**config.mk**
```make
export PLATFORM = sky130hd
export DESIGN_NAME = pending_write_queue
export DESIGN_NICKNAME = d
export VERILOG_FILES = /design/src/rtl/video_pkg.sv /design/src/rtl/pending_write_ram.sv /design/src/rtl/pending_write_queue.sv
export SDC_FILE = /design/constraint.sdc
export NUM_CORES = 1
export LEC_CHECK = 0
export CAP_MARGIN = 20
export CORE_AREA = 2 2 168 187
export CTS_CLUSTER_DIAMETER = 30
export DETAILED_ROUTE_END_ITERATION = 7
export DIE_AREA = 0 0 170 189
export HOLD_SLACK_MARGIN = 0.1
export PLACE_DENSITY = 0.81
export SLEW_MARGIN = 5
export SYNTH_ARGS = -nofsm -noshare
export SYNTH_HDL_FRONTEND = slang
export SYNTH_SLANG_ARGS = --single-unit
export TNS_END_PERCENT = 10
```
**constraint.sdc**
```tcl
create_clock -name clock -period 3.6 [get_ports clock]
set_input_delay 0.54 -clock clock [delete_from_list [all_inputs] [get_ports clock]]
set_output_delay 0.54 -clock clock [all_outputs]
set_load 0.01 [all_outputs]
```
**src/rtl/video_pkg.sv**
```systemverilog
// video_pkg: definitions shared by the video pipeline blocks.
//   SCREEN_WIDTH / SCREEN_HEIGHT : visible frame size in pixels
//   pending_write_t              : packed {y, x, color} pixel-write entry (25 bits)
//   mem_phase_t / MEM_PHASES     : memory manager clock-phase encoding
package video_pkg;

  localparam int unsigned SCREEN_WIDTH  = 320;
  localparam int unsigned SCREEN_HEIGHT = 240;

  // Bits 24:8 form the SRAM address; bits 7:0 are the pixel value.
  typedef struct packed {
    logic [7:0] y;
    logic [8:0] x;
    logic [7:0] color;
  } pending_write_t;

  // Memory manager slot phases, one per system clock within a slot.
  typedef enum logic [1:0] {
    PhaseRefresh,
    PhaseRead,
    PhaseWrite,
    PhaseIdle
  } mem_phase_t;

  localparam int unsigned MEM_PHASES = 4;

endpackage

```
**src/rtl/pending_write_ram.sv**
```systemverilog
// pending_write_ram: DEPTH x 25-bit register array for the pending-write queue.
// Synchronous write, two asynchronous read ports.
//   clock        : write clock
//   write_en     : store write_data at write_addr on the rising edge
//   write_addr   : write index
//   write_data   : entry to store
//   read_addr_a  : head index (show-ahead read port)
//   read_data_a  : entry at read_addr_a
//   read_addr_b  : tail-1 index (used for write coalescing)
//   read_data_b  : entry at read_addr_b
module pending_write_ram
  import video_pkg::*;
#(
  parameter int unsigned DEPTH = 16,
  parameter int unsigned AW    = $clog2(DEPTH)
) (
  input  logic           clock,
  input  logic           write_en,
  input  logic [AW-1:0]  write_addr,
  input  pending_write_t write_data,
  input  logic [AW-1:0]  read_addr_a,
  output pending_write_t read_data_a,
  input  logic [AW-1:0]  read_addr_b,
  output pending_write_t read_data_b
);

  // No reset: contents are never visible until written.
  pending_write_t mem [DEPTH];

  always_ff @(posedge clock) begin
    if (write_en) begin
      mem[write_addr] <= write_data;
    end
  end

  assign read_data_a = mem[read_addr_a];
  assign read_data_b = mem[read_addr_b];

endmodule

```
**src/rtl/pending_write_queue.sv**
```systemverilog
// pending_write_queue: show-ahead FIFO from the pixel-write producer to the memory manager.
// Validates coordinates against the frame, packs {y, x, color} entries and presents the head.
// Optional feature macro: PENDING_WRITE_QUEUE_COALESCE_EN merges a push into the most recently
// stored entry when the address matches.
//   clock / reset                 : system clock, asynchronous active-low reset
//   writeXCoord/YCoord/Color      : pixel write payload
//   writeRequest / writeAccept    : push qualifier / push will be taken this cycle
//   pendingWriteQueueReadBus      : head entry, 0 while empty
//   pendingWriteQueueReadEmpty    : no entries stored
//   pendingWriteQueueReadRequest  : pop qualifier (ignored while empty)
//   count                         : stored entries, 0..DEPTH
//   overflow / rangeError         : sticky error flags
//   clearErrors                   : synchronous clear of the sticky flags (set wins)
module pending_write_queue
  import video_pkg::*;
#(
  parameter int unsigned DEPTH = 16
) (
  input  logic                     clock,
  input  logic                     reset,
  input  logic [8:0]               writeXCoord,
  input  logic [7:0]               writeYCoord,
  input  logic [7:0]               writeColor,
  input  logic                     writeRequest,
  output logic                     writeAccept,
  output logic [24:0]              pendingWriteQueueReadBus,
  output logic                     pendingWriteQueueReadEmpty,
  input  logic                     pendingWriteQueueReadRequest,
  output logic [$clog2(DEPTH):0]   count,
  output logic                     overflow,
  output logic                     rangeError,
  input  logic                     clearErrors
);

  localparam int unsigned AW = $clog2(DEPTH);
  localparam int unsigned CW = AW + 1;

  logic [AW-1:0] wr_ptr_q, wr_ptr_d;
  logic [AW-1:0] rd_ptr_q, rd_ptr_d;
  logic [CW-1:0] count_q, count_d;
  logic          overflow_q, overflow_d;
  logic          range_error_q, range_error_d;

  logic           in_range;
  logic           empty;
  logic           full;
  logic           push;
  logic           pop;
  logic           addr_match;
  logic           coalesce_hit;
  logic [AW-1:0]  tail_ptr;
  logic           ram_we;
  logic [AW-1:0]  ram_waddr;
  pending_write_t new_entry;
  pending_write_t head_entry;
  pending_write_t tail_entry;

  assign in_range = (writeXCoord < 9'(SCREEN_WIDTH)) && (writeYCoord < 8'(SCREEN_HEIGHT));
  assign empty    = (count_q == '0);
  assign full     = (count_q == CW'(DEPTH));
  assign tail_ptr = wr_ptr_q - AW'(1);
  assign pop      = pendingWriteQueueReadRequest && !empty;

  assign new_entry.y     = writeYCoord;
  assign new_entry.x     = writeXCoord;
  assign new_entry.color = writeColor;

`ifdef PENDING_WRITE_QUEUE_COALESCE_EN
  // Stored entries are always in range, so a match implies an in-range push.
  assign addr_match   = !empty && (tail_entry.y == writeYCoord) && (tail_entry.x == writeXCoord);
  // With a single entry being popped this edge, the target is leaving; allocate instead.
  assign coalesce_hit = writeRequest && addr_match && !((count_q == CW'(1)) && pop);
`else
  logic unused_tail_entry;
  assign unused_tail_entry = ^tail_entry;
  assign addr_match        = 1'b0;
  assign coalesce_hit      = 1'b0;
`endif

  // addr_match excludes the pop term: when full, count > 1, so the pop cannot cancel a hit.
  assign writeAccept = !full || addr_match;
  assign push        = writeRequest && writeAccept && in_range && !coalesce_hit;

  assign ram_we    = push || coalesce_hit;
  assign ram_waddr = coalesce_hit ? tail_ptr : wr_ptr_q;

  always_comb begin
    wr_ptr_d = wr_ptr_q;
    rd_ptr_d = rd_ptr_q;
    count_d  = count_q;
    if (push) begin
      wr_ptr_d = wr_ptr_q + AW'(1);
    end
    if (pop) begin
      rd_ptr_d = rd_ptr_q + AW'(1);
    end
    if (push && !pop) begin
      count_d = count_q + CW'(1);
    end else if (pop && !push) begin
      count_d = count_q - CW'(1);
    end
  end

  // Set wins over clear.
  assign overflow_d    = (overflow_q && !clearErrors) || (writeRequest && !writeAccept);
  assign range_error_d = (range_error_q && !clearErrors) || (writeRequest && !in_range);

  always_ff @(posedge clock or negedge reset) begin
    if (!reset) begin
      wr_ptr_q      <= '0;
      rd_ptr_q      <= '0;
      count_q       <= '0;
      overflow_q    <= 1'b0;
      range_error_q <= 1'b0;
    end else begin
      wr_ptr_q      <= wr_ptr_d;
      rd_ptr_q      <= rd_ptr_d;
      count_q       <= count_d;
      overflow_q    <= overflow_d;
      range_error_q <= range_error_d;
    end
  end

  pending_write_ram #(
    .DEPTH(DEPTH),
    .AW   (AW)
  ) u_ram (
    .clock      (clock),
    .write_en   (ram_we),
    .write_addr (ram_waddr),
    .write_data (new_entry),
    .read_addr_a(rd_ptr_q),
    .read_data_a(head_entry),
    .read_addr_b(tail_ptr),
    .read_data_b(tail_entry)
  );

  assign pendingWriteQueueReadBus   = empty ? '0 : head_entry;
  assign pendingWriteQueueReadEmpty = empty;
  assign count                      = count_q;
  assign overflow                   = overflow_q;
  assign rangeError                 = range_error_q;

endmodule

```
# == Word level (Yosys, flattened, before mapping) ==
# Memory sizes are Yosys's and may differ from the RTL's.
# Cells that the tools add are included.
# W data, S select, Z words.
# word_totals
register_bits,15
ram_bits,400
in_bits,30
word_cells,38
n_memories,1
# op_classes
n_addsub,4
magnitude_cmp,2
n_eq_ne,1
muxes,5
reduce_logical,20
# memory_table
name,depth,word_bits,read_ports,rd_clocked_by_memory_dff,write_ports,line_no,source
u_ram.mem,16,25,1,0,1,pending_write_ram.sv:28,pending_write_t mem [DEPTH];
# ops
cell,count
$mux W25,1
$logic_and A1 B1 Y1,10
$mux W5,2
$lt A9 B9 Y1 const B,1
$add A4 B1 Y4 const B,2
$lt A8 B8 Y1 const B,1
$logic_not A1 Y1,6
$add A5 B1 Y5 const B,1
$eq A5 B5 Y1 const B,1
$logic_not A5 Y1,1
$sub A5 B1 Y5 const B,1
$logic_or A1 B1 Y1,2
$mux W1,2
$reduce_bool A2 Y1,1

# == Depth between registers and ports, before layout ==
# Gate-level depths: netlist of run 1.
# logic_depth
ltp_word,8
depth_mapped,10
mapped_depth_nobuf,10

# == By module ==
# From an unflattened synthesis of run 1, not the netlist that was laid out.
# hier_totals
hier_cells,960
area_unflattened_um2,19044.5
# modules_own_cells
mod,n_inst,cells_per_inst,area_each_um2,seq_area_each_um2
pending_write_ram,1,847,17979.7,12011.5
pending_write_queue,1,113,1064.8,375.4

# == Worst setup path after synthesis of run 1 ==
# No wires, ideal clock.
# synth_timing
path_type,input port to flip-flop
start,input writeXCoord[7]
end,"memory u_ram.mem[0][0] (netlist bit), enable pin"
setup_ps,470
arrival_time_ps,3555
slack_ps,-425
path_stages,3
path_buffers,0
path_cell_list,o21ai_0 o2111ai_4 nor4_1
# synth_via
elab_chain_cells,5
# synth_rtl
element,line_no,source
from (decl),pending_write_queue.sv:21,"input logic [8:0] writeXCoord,"
$lt A9 B9 Y1,pending_write_queue.sv:58,assign in_range = (writeXCoord < 9'(SCREEN_WIDTH)) && (writeYCoord < 8'(SCREEN_HEIGHT));
$logic_and A1 B1 Y1,pending_write_queue.sv:58,
$logic_and A1 B1 Y1,pending_write_queue.sv:82,assign push = writeRequest && writeAccept && in_range && !coalesce_hit;
$mux W1,pending_write_ram.sv:31,if (write_en) begin
$mux W1 (implied by the code),pending_write_ram.sv:32,mem[write_addr] <= write_data;
to (decl),pending_write_ram.sv:28,
# No other way between the ends.

# == Worst setup path after layout of run 1 ==
# layout_timing
start,register rd_ptr_q[1]
end,output pendingWriteQueueReadBus[16]
# layout_via
elab_chain_cells,2
# layout_rtl
element,line_no,source
from (decl),pending_write_queue.sv:39,"logic [AW-1:0] rd_ptr_q, rd_ptr_d;"
from (signal assigned),pending_write_queue.sv:117,rd_ptr_q <= rd_ptr_d;
$mem_v2 Z16 W25,n/a,
$mux W25,pending_write_queue.sv:138,assign pendingWriteQueueReadBus = empty ? '0 : head_entry;
to (decl),pending_write_queue.sv:26,"output logic [24:0] pendingWriteQueueReadBus,"
# No other way between the ends.

==> impl_metrics.toml, run 1 <==
[run_status]
run_status = "completed"

[die]
start_util = 0.534
pin_count = 64
fp-row-count = 67
die_x_microns = 170
die_h_microns = 189
core_sq_um = 30200
dieArea_sq_um = 32100

[placement]
post-place-ws_ps = 559
dp_hpwl_microns = 19500
dpl_cell_area_sq_um = 17700
finalWeightedCongestion = 0.751
portBuffers = 63

[detailed_routing]
highest_layer = "met4"
drt-met1-wl_microns = 14200
via_per_inst = 6.42
wl_microns = 37700
wl_met2_microns = 19100
dr.pass1.iters = 5
ant_nets = 0
routedWlPerCell_microns = 29.2
drcViolationCount = 0
dr_total_vias = 8298
route.met3.wl_microns = 3390
drt_iter0_drc = 860

[timing]
tightest_slew_ps = 733
setup_violations = 0
period_share = 0.982
slew_viol_final = 0
hold_viol_final = 0
timing.final.ws_setup_ps = 65.6
skew_ps = 19.1
rsz0062_at_grt = "false"
fin_crit_ps = 3530
max_freq_mhz = 283
slew_headroom = 0.510

[final_layout]
drive_above_1_share = 0.312
area_growth_pct = 22.5
final_cell_mix = "edfxtp_1 (400), mux4_2 (100), clkdlybuf4s50_1 (63)"
diodes = 0
fin_area_sq_um = 19700
final_common_cell = "edfxtp_1"
final_nets = 905

[setup_path]
worstPathRequired_ps = 3060
rrSetupSlack_ps = 640
cp_top_family = "flip-flops"
critPathBufInv = 2
rr_endpoint = "count[4]"
worstRegToRegCells = 9
critPathCaptureType = "output port"
worstSetupPathType = "flip-flop to output port"
arrival_ps = 2990
worstPathCellList = "buf_12, mux4_2, a22oi_1, o31ai_1, clkdlybuf4s50_1"
cp_max_fo = 31
cpPeakStageDelay_ps = 790
rr_startpoint = "count[1]"
cp_slowest_cell = "dfrtp_4"
startpoint_type = "flip-flop"

[pwr]
switchingPower_uw = 5050
p_int_uw = 11400
total_power_uw = 16400
vdd_drop_max_mv = 0.475
sw_frac_of_total = 0.307
power_density_nw_per_um2 = 834
leakage_uw = 0.00647
p_comb_frac = 0.284
p_clk_frac = 0.348
seqPwrFrac = 0.368

[global_route]
grt_pass1_wl_microns = 56300
antenna_found_initial = 1
grt_max_degree = 34
grt_pass1_vias = 8877
gr-total-overflow = 0
grt.total_usage = 0.242

[logic_synthesis]
syn_area_per_cell_sq_um = 22.3
synth_warnings = 0
syn_nets = 763
syn_area_sq_um = 16100
synthCells = 723
yosys_register_bits = 415
synth-seq-area-share = 0.769
synth_cell_types = 38

[clocking]
insertion_delay_ps = 590
h-tree-depth = 2
cts_tree = "built"
cts_inserted_buffers = 56
cts.sinks = 415
clockBufferDepth = 3
ctsHoldBuffers = 0
clk_pin_slew_ps = 60
clockRootBuffer = "clkbuf_16"

[flow_run]
cap_violations = 0

[worst_hold_path]
worstHoldPathType = "input pin to async pin"
[state kept, by name, summed over array words and instances, names as in the netlist]
register / count
u_ram.mem: 400
count: 5
overflow: 1
rd_ptr_q: 4
rangeError: 1
ram_waddr: 4
[power groups by stage]
| stage | registers [uW] | clock network, uW | logic, uW |
|---|---|---|---|
| after floorplan | 5890 | 0 | 2920 |
| after global placement | 6120 | 0 | 4400 |
| after detailed placement | 6160 | 0 | 4470 |
| after CTS | 6050 | 5770 | 4670 |
| after global routing | 6090 | 5970 | 4940 |
| final | 6060 | 5720 | 4660 |
[cells in the mapped netlist, drive strengths merged]
cell       n  area share
o21ai      8      0.0025
ha         9      0.0070
xnor2      8      0.0044
fa         1      0.0012
or3        1     0.00039
dfrtp     15       0.023
mux2i     26       0.016
and2       8      0.0031
clkbuf    11      0.0026
clkinv     1     0.00023
nand2b     2     0.00078
a22oi     24       0.011
mux2       2      0.0014
nor4       5      0.0029
edfxtp   400        0.75
nand3      5      0.0016
nor3       3     0.00093
inv       11      0.0027
o2111ai    1      0.0016
nor3b      2     0.00093
nor2       5      0.0012
a21o       2      0.0010
xor2       1     0.00054
a21oi      4      0.0012
nand2     12      0.0028
or4        1     0.00070
a2111oi    1     0.00054
mux4     100        0.14
buf       26      0.0082
nand4      2      0.0012
and3       1     0.00039
o31ai     25       0.012
[metrics by stage]
stage	std cells	hold slack (ps)	util	TNS (ps)
floorplan	723	244	-	-42500
global placement	1182	517	0.586	0
detailed placement	1182	527	0.586	0
CTS	1292	404	0.653	0
global route	1292	450	0.653	0
finish	1292	392	0.653	0
[logic make-up after synthesis]
group / Yosys count / share of synthesized area
AOI/OAI and AO/OA: 65 / 0.0298
muxes: 128 / 0.157
adders and majority gates: 10 / 0.00824
and+or+nand+nor: 47 / 0.0168
buffers and inverters: 49 / 0.0137
DFF: 415 / 0.769
xor gates and xnor gates: 9 / 0.00490
[layout make-up]
| class | instances | area [sq um] |
|---|---|---|
| Sequential cell | 415 | 12400 |
| Fill cell | 1839 | 10500 |
| Multi-Input combinational cell | 259 | 3560 |
| Clock buffer | 60 | 1450 |
| Timing Repair Buffer | 121 | 1260 |
| Clock inverter | 46 | 532 |
| Tap cell | 379 | 474 |
| Inverter | 12 | 48.8 |
[worst register-to-register path, cell delays in order, from the launching register on]
cell and delay [ps]:
dfrtp_1 470, nor4_4 460, nand2_1 230, nand2_1 230, ha_1 200, inv_1 80
fa_1 400, a21o_1 230, a2111oi_0 400, o31ai_1 130
[timing repair]
action | in CTS | in global routing
pin swaps | 0 | 1
resized for setup | 3 | 4
setup endpoints to repair | 20 | 17
buffers inserted | 4 | 0
[per-layer routing]
metal | up-vias | global-route usage
met2 | 518 | 0.393
met5 | - | 0
met1 | 4347 | 0.325
met4 | 0 | 0.0888
met3 | 71 | 0.0556
li1 | 3362 | -
[how the worst max path moves through the flow]
stage | from | depth (start not counted) | to | slack (ps)
3_3_place_gp | writeXCoord[7] | 11 | count[4] | 590
5_1_grt | rd_ptr_q[0] | 6 | pendingWriteQueueReadBus[17] | 10
4_1_cts | rd_ptr_q[3] | 5 | pendingWriteQueueReadBus[19] | 20
6_report | rd_ptr_q[1] | 5 | pendingWriteQueueReadBus[16] | 70
3_5_place_dp | count[0] | 6 | pendingWriteQueueReadBus[18] | 560
2_1_floorplan | writeXCoord[7] | 3 | u_ram.mem[0][0] | -430
No activity file was read; power rests on OpenSTA's default activity.
==> run 2: changes to the inputs <==
CTS_CLUSTER_SIZE = 40   (was unset)
==> results of run 2 <==
Same layout as run 1: the final DEF is identical, and so are final timing and power.
